**config.mk**
```make
export PLATFORM = sky130hd
export DESIGN_NAME = gate_tree_pipe
export DESIGN_NICKNAME = d
export VERILOG_FILES = /design/src/rtl/gate_tree_pkg.sv /design/src/rtl/gate_tree_stage.sv /design/src/rtl/gate_tree_pipe.sv
export SDC_FILE = /design/constraint.sdc
export NUM_CORES = 1
export LEC_CHECK = 0
export ABC_AREA = 1
export CAP_MARGIN = 40
export CELL_PAD_IN_SITES_DETAIL_PLACEMENT = 1
export CELL_PAD_IN_SITES_GLOBAL_PLACEMENT = 1
export CORE_MARGIN = 8
export CORE_UTILIZATION = 40
export DETAILED_ROUTE_END_ITERATION = 8
export DONT_BUFFER_PORTS = 1
export GPL_ROUTABILITY_DRIVEN = 0
export GPL_TIMING_DRIVEN = 0
export MAX_ROUTING_LAYER = met4
export PLACE_DENSITY = 0.77
export SLEW_MARGIN = 15
export SYNTH_ARGS = -nofsm -noshare
export SYNTH_HDL_FRONTEND = slang
export SYNTH_SLANG_ARGS = --single-unit
```
**constraint.sdc**
```tcl
create_clock -name clk -period 1.55 [get_ports clk]
set_clock_uncertainty 0.15 [all_clocks]
set_input_delay 0.31 -clock clk [delete_from_list [all_inputs] [get_ports clk]]
set_output_delay 0.31 -clock clk [all_outputs]
set_load 0.03 [all_outputs]
```
**src/rtl/gate_tree_pkg.sv**
```systemverilog
// rtl/gate_tree_pkg.sv - shared op encoding and bitwise gate helpers for gate_tree_pipe
package gate_tree_pkg;

    typedef enum logic [1:0] {
        OP_AND  = 2'b00,
        OP_OR   = 2'b01,
        OP_XOR  = 2'b10,
        OP_NAND = 2'b11
    } op_e;

    // Per-bit identity used to pad unused lanes; replicate across the lane width.
    function automatic logic op_identity(input op_e op);
        logic ident;
        case (op)
            OP_AND, OP_NAND: ident = 1'b1;
            default:         ident = 1'b0;
        endcase
        return ident;
    endfunction

    // NAND combines as AND; the inversion is applied once after the last level.
    function automatic logic apply_op(input op_e op, input logic a, input logic b);
        logic r;
        case (op)
            OP_OR:   r = a | b;
            OP_XOR:  r = a ^ b;
            default: r = a & b;
        endcase
        return r;
    endfunction

endpackage

```
**src/rtl/gate_tree_stage.sv**
```systemverilog
// rtl/gate_tree_stage.sv - one register level of the gate tree: pairwise combine plus valid/op tag
module gate_tree_stage
    import gate_tree_pkg::*;
#(
    parameter int WIDTH = 8,
    parameter int N_OUT = 1
) (
    input  logic                       clk,
    input  logic                       rst,
    input  logic                       load,
    input  logic                       prev_valid,
    input  logic [2*N_OUT*WIDTH-1:0]   prev_data,
    input  logic [1:0]                 prev_op,
    output logic                       valid,
    output logic [N_OUT*WIDTH-1:0]     data,
    output logic [1:0]                 op
);

    logic                   valid_q, valid_d;
    logic [N_OUT*WIDTH-1:0] data_q, data_d;
    logic [1:0]             op_q, op_d;
    logic [N_OUT*WIDTH-1:0] comb_data;
    op_e                    prev_tag;

    always_comb begin
        prev_tag  = op_e'(prev_op);
        comb_data = '0;
        for (int i = 0; i < N_OUT; i++) begin
            for (int b = 0; b < WIDTH; b++) begin
                comb_data[i*WIDTH + b] = apply_op(prev_tag,
                                                  prev_data[(2*i)*WIDTH + b],
                                                  prev_data[(2*i+1)*WIDTH + b]);
            end
        end

        valid_d = valid_q;
        data_d  = data_q;
        op_d    = op_q;
        // Loading from an empty predecessor drops valid, collapsing the bubble.
        if (load) begin
            valid_d = prev_valid;
            if (prev_valid) begin
                data_d = comb_data;
                op_d   = prev_op;
            end
        end
    end

    always_ff @(posedge clk) begin
        if (rst) begin
            valid_q <= 1'b0;
            data_q  <= '0;
            op_q    <= 2'b00;
        end else begin
            valid_q <= valid_d;
            data_q  <= data_d;
            op_q    <= op_d;
        end
    end

    assign valid = valid_q;
    assign data  = data_q;
    assign op    = op_q;

endmodule

```
**src/rtl/gate_tree_pipe.sv**
```systemverilog
// rtl/gate_tree_pipe.sv - pipelined NUM_IN-lane gate reduction tree; GATE_TREE_PERF_EN adds out_count
module gate_tree_pipe
    import gate_tree_pkg::*;
#(
    parameter int WIDTH  = 8,
    parameter int NUM_IN = 4
) (
    input  logic                    clk,
    input  logic                    rst,
    input  logic                    in_valid,
    output logic                    in_ready,
    input  logic [NUM_IN*WIDTH-1:0] in_data,
    input  logic [1:0]              in_op,
    output logic                    out_valid,
    input  logic                    out_ready,
    output logic [WIDTH-1:0]        out_data
`ifdef GATE_TREE_PERF_EN
    ,
    output logic [15:0]             out_count
`endif
);

    localparam int LEVELS  = $clog2(NUM_IN);
    localparam int PAD_IN  = 2**LEVELS;
    localparam int TOTAL_W = (2*PAD_IN - 1) * WIDTH;

    // All levels packed back to back: level 0 is the padded input, level s has PAD_IN>>s lanes.
    function automatic int lvl_off(input int s);
        return (2*PAD_IN - 2*(PAD_IN >> s)) * WIDTH;
    endfunction

    logic [TOTAL_W-1:0]      lvl_data;
    logic [2*LEVELS+1:0]     lvl_op;
    logic [LEVELS:0]         lvl_valid;
    logic [LEVELS+1:1]       lvl_ready;
    logic [PAD_IN*WIDTH-1:0] pad_data;
    logic [WIDTH-1:0]        last_data;
    logic [1:0]              last_op;

    always_comb begin
        pad_data = {(PAD_IN*WIDTH){op_identity(op_e'(in_op))}};
        pad_data[NUM_IN*WIDTH-1:0] = in_data;
    end

    assign lvl_data[PAD_IN*WIDTH-1:0] = pad_data;
    assign lvl_op[1:0]                = in_op;
    assign lvl_valid[0]               = in_valid;

    always_comb begin
        lvl_ready[LEVELS+1] = out_ready;
        for (int s = LEVELS; s >= 1; s--) begin
            lvl_ready[s] = !lvl_valid[s] || lvl_ready[s+1];
        end
    end

    for (genvar s = 1; s <= LEVELS; s++) begin : g_stage
        localparam int N_OUT   = PAD_IN >> s;
        localparam int OFF_IN  = lvl_off(s-1);
        localparam int OFF_OUT = lvl_off(s);

        gate_tree_stage #(
            .WIDTH (WIDTH),
            .N_OUT (N_OUT)
        ) u_stage (
            .clk        (clk),
            .rst        (rst),
            .load       (lvl_ready[s]),
            .prev_valid (lvl_valid[s-1]),
            .prev_data  (lvl_data[OFF_IN +: 2*N_OUT*WIDTH]),
            .prev_op    (lvl_op[2*(s-1) +: 2]),
            .valid      (lvl_valid[s]),
            .data       (lvl_data[OFF_OUT +: N_OUT*WIDTH]),
            .op         (lvl_op[2*s +: 2])
        );
    end

    assign last_data = lvl_data[lvl_off(LEVELS) +: WIDTH];
    assign last_op   = lvl_op[2*LEVELS +: 2];

    assign in_ready  = lvl_ready[1];
    assign out_valid = lvl_valid[LEVELS];
    // NAND was reduced as AND; invert once on the registered final result.
    assign out_data  = (op_e'(last_op) == OP_NAND) ? ~last_data : last_data;

`ifdef GATE_TREE_PERF_EN
    logic [15:0] count_q, count_d;

    always_comb begin
        count_d = count_q;
        if (in_valid && in_ready && (count_q != 16'hFFFF)) begin
            count_d = count_q + 16'd1;
        end
    end

    always_ff @(posedge clk) begin
        if (rst) begin
            count_q <= 16'h0000;
        end else begin
            count_q <= count_d;
        end
    end

    assign out_count = count_q;
`else
`endif

endmodule

```
**Word level (Yosys, flattened, before mapping)**

Index checks and enable logic that the tools add are counted.

- Register bits: 30
- Output and inout bits: 10
- Bits of input ports: 38

- Bitwise operators: 73
- Reduce and logical (&&, ||, !) cells: 6
- Multiplexer cells: 25
- Equal/unequal tests: 5

Operators with widths:

| kind | count |
|---|---|
| one-hot mux 1 bit (2 select lines) | 24 |
| AND 1 bit | 24 |
| bitwise OR 1 bit | 24 |
| bitwise XOR 1 bit | 24 |
| two-way mux 8 bit | 1 |
| inverter 8 bit | 1 |
| equality test 2 bit, second input constant | 3 |
| equality test 2 x 1 -> 1 bit, second input constant | 2 |
| AND reduction 2 bit | 2 |
| logical NOT 1 bit | 2 |
| logical OR 1 bit | 2 |

**Longest topological paths before layout**

- Depth in word-level cells: 4
- Gate-level depth with buffers: 8
- Mapped depth without buffers: 7

**Hierarchy**

A second synthesis with hierarchy kept.

- Cell total of the unflattened synthesis: 454
- Area, all modules: 2934.1 sq um

Modules (own cells, without submodules):

| module | sequential area each (sq um) | instances | cells each | area an instance (sq um) |
|---|---|---|---|---|
| gate_tree_stage (g_stage[1].u_stage) | 380.4 | 1 | 271 | 1742.9 |
| gate_tree_stage (g_stage[2].u_stage) | 220.2 | 1 | 145 | 1006.0 |
| gate_tree_pipe | 0.0 | 1 | 38 | 185.2 |

**Worst setup path before layout**

No wires, ideal clock.

- Path type: register -> output
- Start point: reg g_stage[2].u_stage.op_q[0]
- End point: out out_data[0]
- Path buffers: 0
- Cell stages (with the launch flop): 3
- Slack: 0.006 ns
- Required time: 1.090 ns
- Arrival time: 1.084 ns
- Cell sequence: dfxtp_1 -> nand2_1 -> xor2_1

- Longest elaborated chain between the ends: 2

RTL lines:

| what | RTL line | text |
|---|---|---|
| from (decl) | gate_tree_stage.sv:21 | `logic [1:0] op_q, op_d;` |
| from (signal assigned) | gate_tree_stage.sv:57 | `op_q <= op_d;` |
| equality test 2 bit | gate_tree_pipe.sv:83 | `assign out_data = (op_e'(last_op) == OP_NAND) ? ~last_data : last_data;` |
| two-way mux 8 bit | gate_tree_pipe.sv:83 |  |
| to (decl) | gate_tree_pipe.sv:16 | `output logic [WIDTH-1:0] out_data` |

Every way passes these cells.

**Final worst setup path**

- Start point: reg g_stage[2].u_stage.op_q[1]
- End point: out out_data[5]

Same word-level chain as after synthesis.

==> impl_metrics.json <==
{
  "status": "finished with violations",
  "violations": "setup timing",
  "rr_endpoint": "g_stage[2].u_stage.data[6]",
  "ys_warn_count": 0,
  "syn-num-nets": 525,
  "numCtsBuffers": 5,
  "insertion_delay_ns": 0.28,
  "max_stage_delay_ns": 0.36,
  "worstRegToRegCells": 7,
  "ff2ff_setup_slack_ns": 0.08,
  "path_clk_slew_ns": 0.07,
  "drive_gt1_share_pct": 9.50,
  "switching_share_pct": 34.2,
  "relSlewSlack_pct": 67.5,
  "start_kind": "flop",
  "p_per_area_mw_per_mm2": 682,
  "detail_route.first_pass.iterations": 4,
  "period_share_pct": 103,
  "wl_mm": 7.24,
  "combPwrFrac_pct": 29.4,
  "cp_slowest_cell": "dfxtp_4",
  "maxCapViolCount": 0,
  "p_sw_w": 0.000738,
  "grt_pass1_wl_mm": 12.0,
  "syn_area_mm2": 0.00277,
  "track_usage_pct": 15.3,
  "start_util_pct": 41.0,
  "layout_common_cells": "122 x nand2_1, 87 x inv_1, 56 x nor2_1",
  "grt-ovfl-total": 0,
  "seq_area_frac_synth_pct": 21.7,
  "setup_slack_ns": -0.0513,
  "final_cell_area_mm2": 0.00316,
  "synth_top_area_share_pct": 23.5,
  "critPathKind": "reg2out",
  "r2r_start": "g_stage[1].u_stage.op[0]",
  "die_width_um": 99.2,
  "grt_pass1_vias": 2567,
  "clock_power_share_pct": 30.5,
  "fp-row-count": 30,
  "path_delay_family": "flip-flops",
  "fin_util_pct": 46.8,
  "total_power_w": 0.00216,
  "rsz0062_at_grt": "yes",
  "wl_per_cell_um": 13.9,
  "io_buffers": 0,
  "clockBufferDepth": 2,
  "clockRootBuffer": "clkbuf_8",
  "vias": 2454,
  "final_nets": 531,
  "ys_seq_elements": 30,
  "end_kind": "primary output",
  "worstPathArrival_ns": 1.14,
  "timing_hold_violations_final": 0,
  "power_frac_seq_pct": 40.1,
  "n_antenna_cell": 0,
  "synth_area_per_cell_um2": 6.36,
  "areaGrowthSynthToFinish_pct": 14.2,
  "min_path_cells": 4,
  "core_mm2": 0.00676,
  "min_to": "g_stage[1].u_stage.op[0]",
  "crit_chain": "nand2_8 > xor2_4",
  "viasPerCell": 4.70,
  "die_y_um": 99.2,
  "syn_inst": 435,
  "worstHoldStart": "in_op[0]",
  "drcViolationCount": 0,
  "die-area_mm2": 0.00984,
  "cts_tree": "done",
  "grt_max_degree": 11,
  "synth.area.top_cells": "ha_1 24%, dfxtp_1 22%, nand2_1 17%",
  "worst_pin_slew_ns": 0.487,
  "setup_viol": 8,
  "placed_cell_area_mm2": 0.00287,
  "max_freq_mhz": 625,
  "htreeDepth": 2,
  "vdd.ir_drop.worst_mv": 0.296,
  "ant_nets": 0,
  "grt_antenna_before_repair": 0,
  "final_common_cell": "nand2_1",
  "hold_class": "in2reg",
  "fin_crit_ns": 1.60,
  "yosys.area.top_type": "ha_1",
  "ioPinCount": 48,
  "drt-initial-drc-count": 61,
  "power.leakage_nw": 1.66,
  "critPathMaxFanout": 8,
  "path_buf_inv": 0,
  "power.internal_w": 0.00142,
  "dp_hpwl_mm": 5.58,
  "slew_viol_final": 0,
  "required_ns": 1.09,
  "ys_types": 18,
  "cts.sinks": 30
}
per-stage QoR:
step | setup TNS, ns | cells | hold slack [ns] | setup slack, ns
final | -0.351 | 522 | 0.165 | -0.0513
after global routing | -0.721 | 522 | 0.195 | -0.0977
after CTS | -0.432 | 522 | 0.163 | -0.0590
after detailed placement | -2.33 | 515 | 0.233 | -0.193
after global placement | -1.99 | 515 | 0.230 | -0.180
after floorplan | 0 | 435 | 0.229 | 0.00626
final cells by class:
class / count / area, um^2
buffer: 17 / 126
clock buffer: 7 / 86.3
clock inverter: 1 / 5.00
fill: 901 / 3590
inverter: 88 / 330
multi-input combinational: 297 / 1880
sequential: 30 / 613
tap: 80 / 100
timing repair buffer: 2 / 17.5
worst reg2reg max path, cell delays in order (launching register included):
cell and delay (ns):
dfxtp_2 0.35, inv_1 0.08, ha_4 0.28, buf_4 0.18, nand2_1 0.07, nand3_1 0.07
nor2_1 0.14, nor2_1 0.06
sequential cells by signal (all words and copies together) (netlist names):
register and cells:
g_stage.u_stage.data 24, g_stage.u_stage.op 4, g_stage.u_stage.valid 2
cell usage after synthesis:
cell type	instances
buf_4	7
ha_1	52
nand2_1	123
nand3_4	1
nand2_2	2
buf_6	3
o21ai_0	2
a21oi_1	26
nor2_1	56
dfxtp_1	30
nand3_1	26
nand2_4	1
clkbuf_1	3
inv_1	87
buf_2	4
xor2_1	8
clkbuf_2	3
clkinv_1	1
routing by layer:
layer | routed length (um) | vias to the layer above | track usage, %
met5 | 0 | - | -
met4 | 84 | 0 | 3.96
met3 | 401 | 7 | 3.91
met2 | 3430 | 41 | 26.0
met1 | 3320 | 1122 | 17.5
li1 | - | 1284 | -
cell families after synthesis:
family	count (synthesis)	synth area share (%)
buffers and inverters	108	16.7
AO/OA/AOI/OAI	28	5.06
flip-flops	30	21.7
XOR/XNOR	8	2.53
AND/OR/NAND/NOR	209	30.5
adder cells (fa/ha/maj)	52	23.5
how the worst max path moves through the flow:
stage / from / to / slack, ns / depth (start not counted)
4_1_cts: g_stage[2].u_stage.op[1] / out_data[5] / -0.06 / 2
2_1_floorplan: g_stage[2].u_stage.op[0] / out_data[0] / 0.006 / 2
3_5_place_dp: in_op[0] / g_stage[1].u_stage.data[12] / -0.19 / 6
5_1_grt: g_stage[2].u_stage.op[1] / out_data[5] / -0.1 / 2
3_3_place_gp: in_op[0] / g_stage[1].u_stage.data[12] / -0.18 / 6
6_report: g_stage[2].u_stage.op[1] / out_data[5] / -0.05 / 2
what timing repair did:
| action | CTS | global route |
|---|---|---|
| buffers inserted | 0 | 1 |
| hold buffers | 1 | 0 |
| cloned | 0 | 0 |
| pin swaps | 3 | 1 |
| endpoints found under the setup margin | 17 | 16 |
| endpoints found under the hold margin | 2 | 0 |
| resized for setup | 28 | 2 |
power groups by stage:
stage               clock network, W  logic (W)  registers (W)
floorplan                          0   0.000453       0.000870
global placement                   0   0.000567       0.000874
detailed placement                 0   0.000584       0.000878
CTS                         0.000677   0.000630       0.000864
global route                0.000719   0.000728       0.000871
finish                      0.000657   0.000633       0.000865
(Power assumes the default switching activity.)
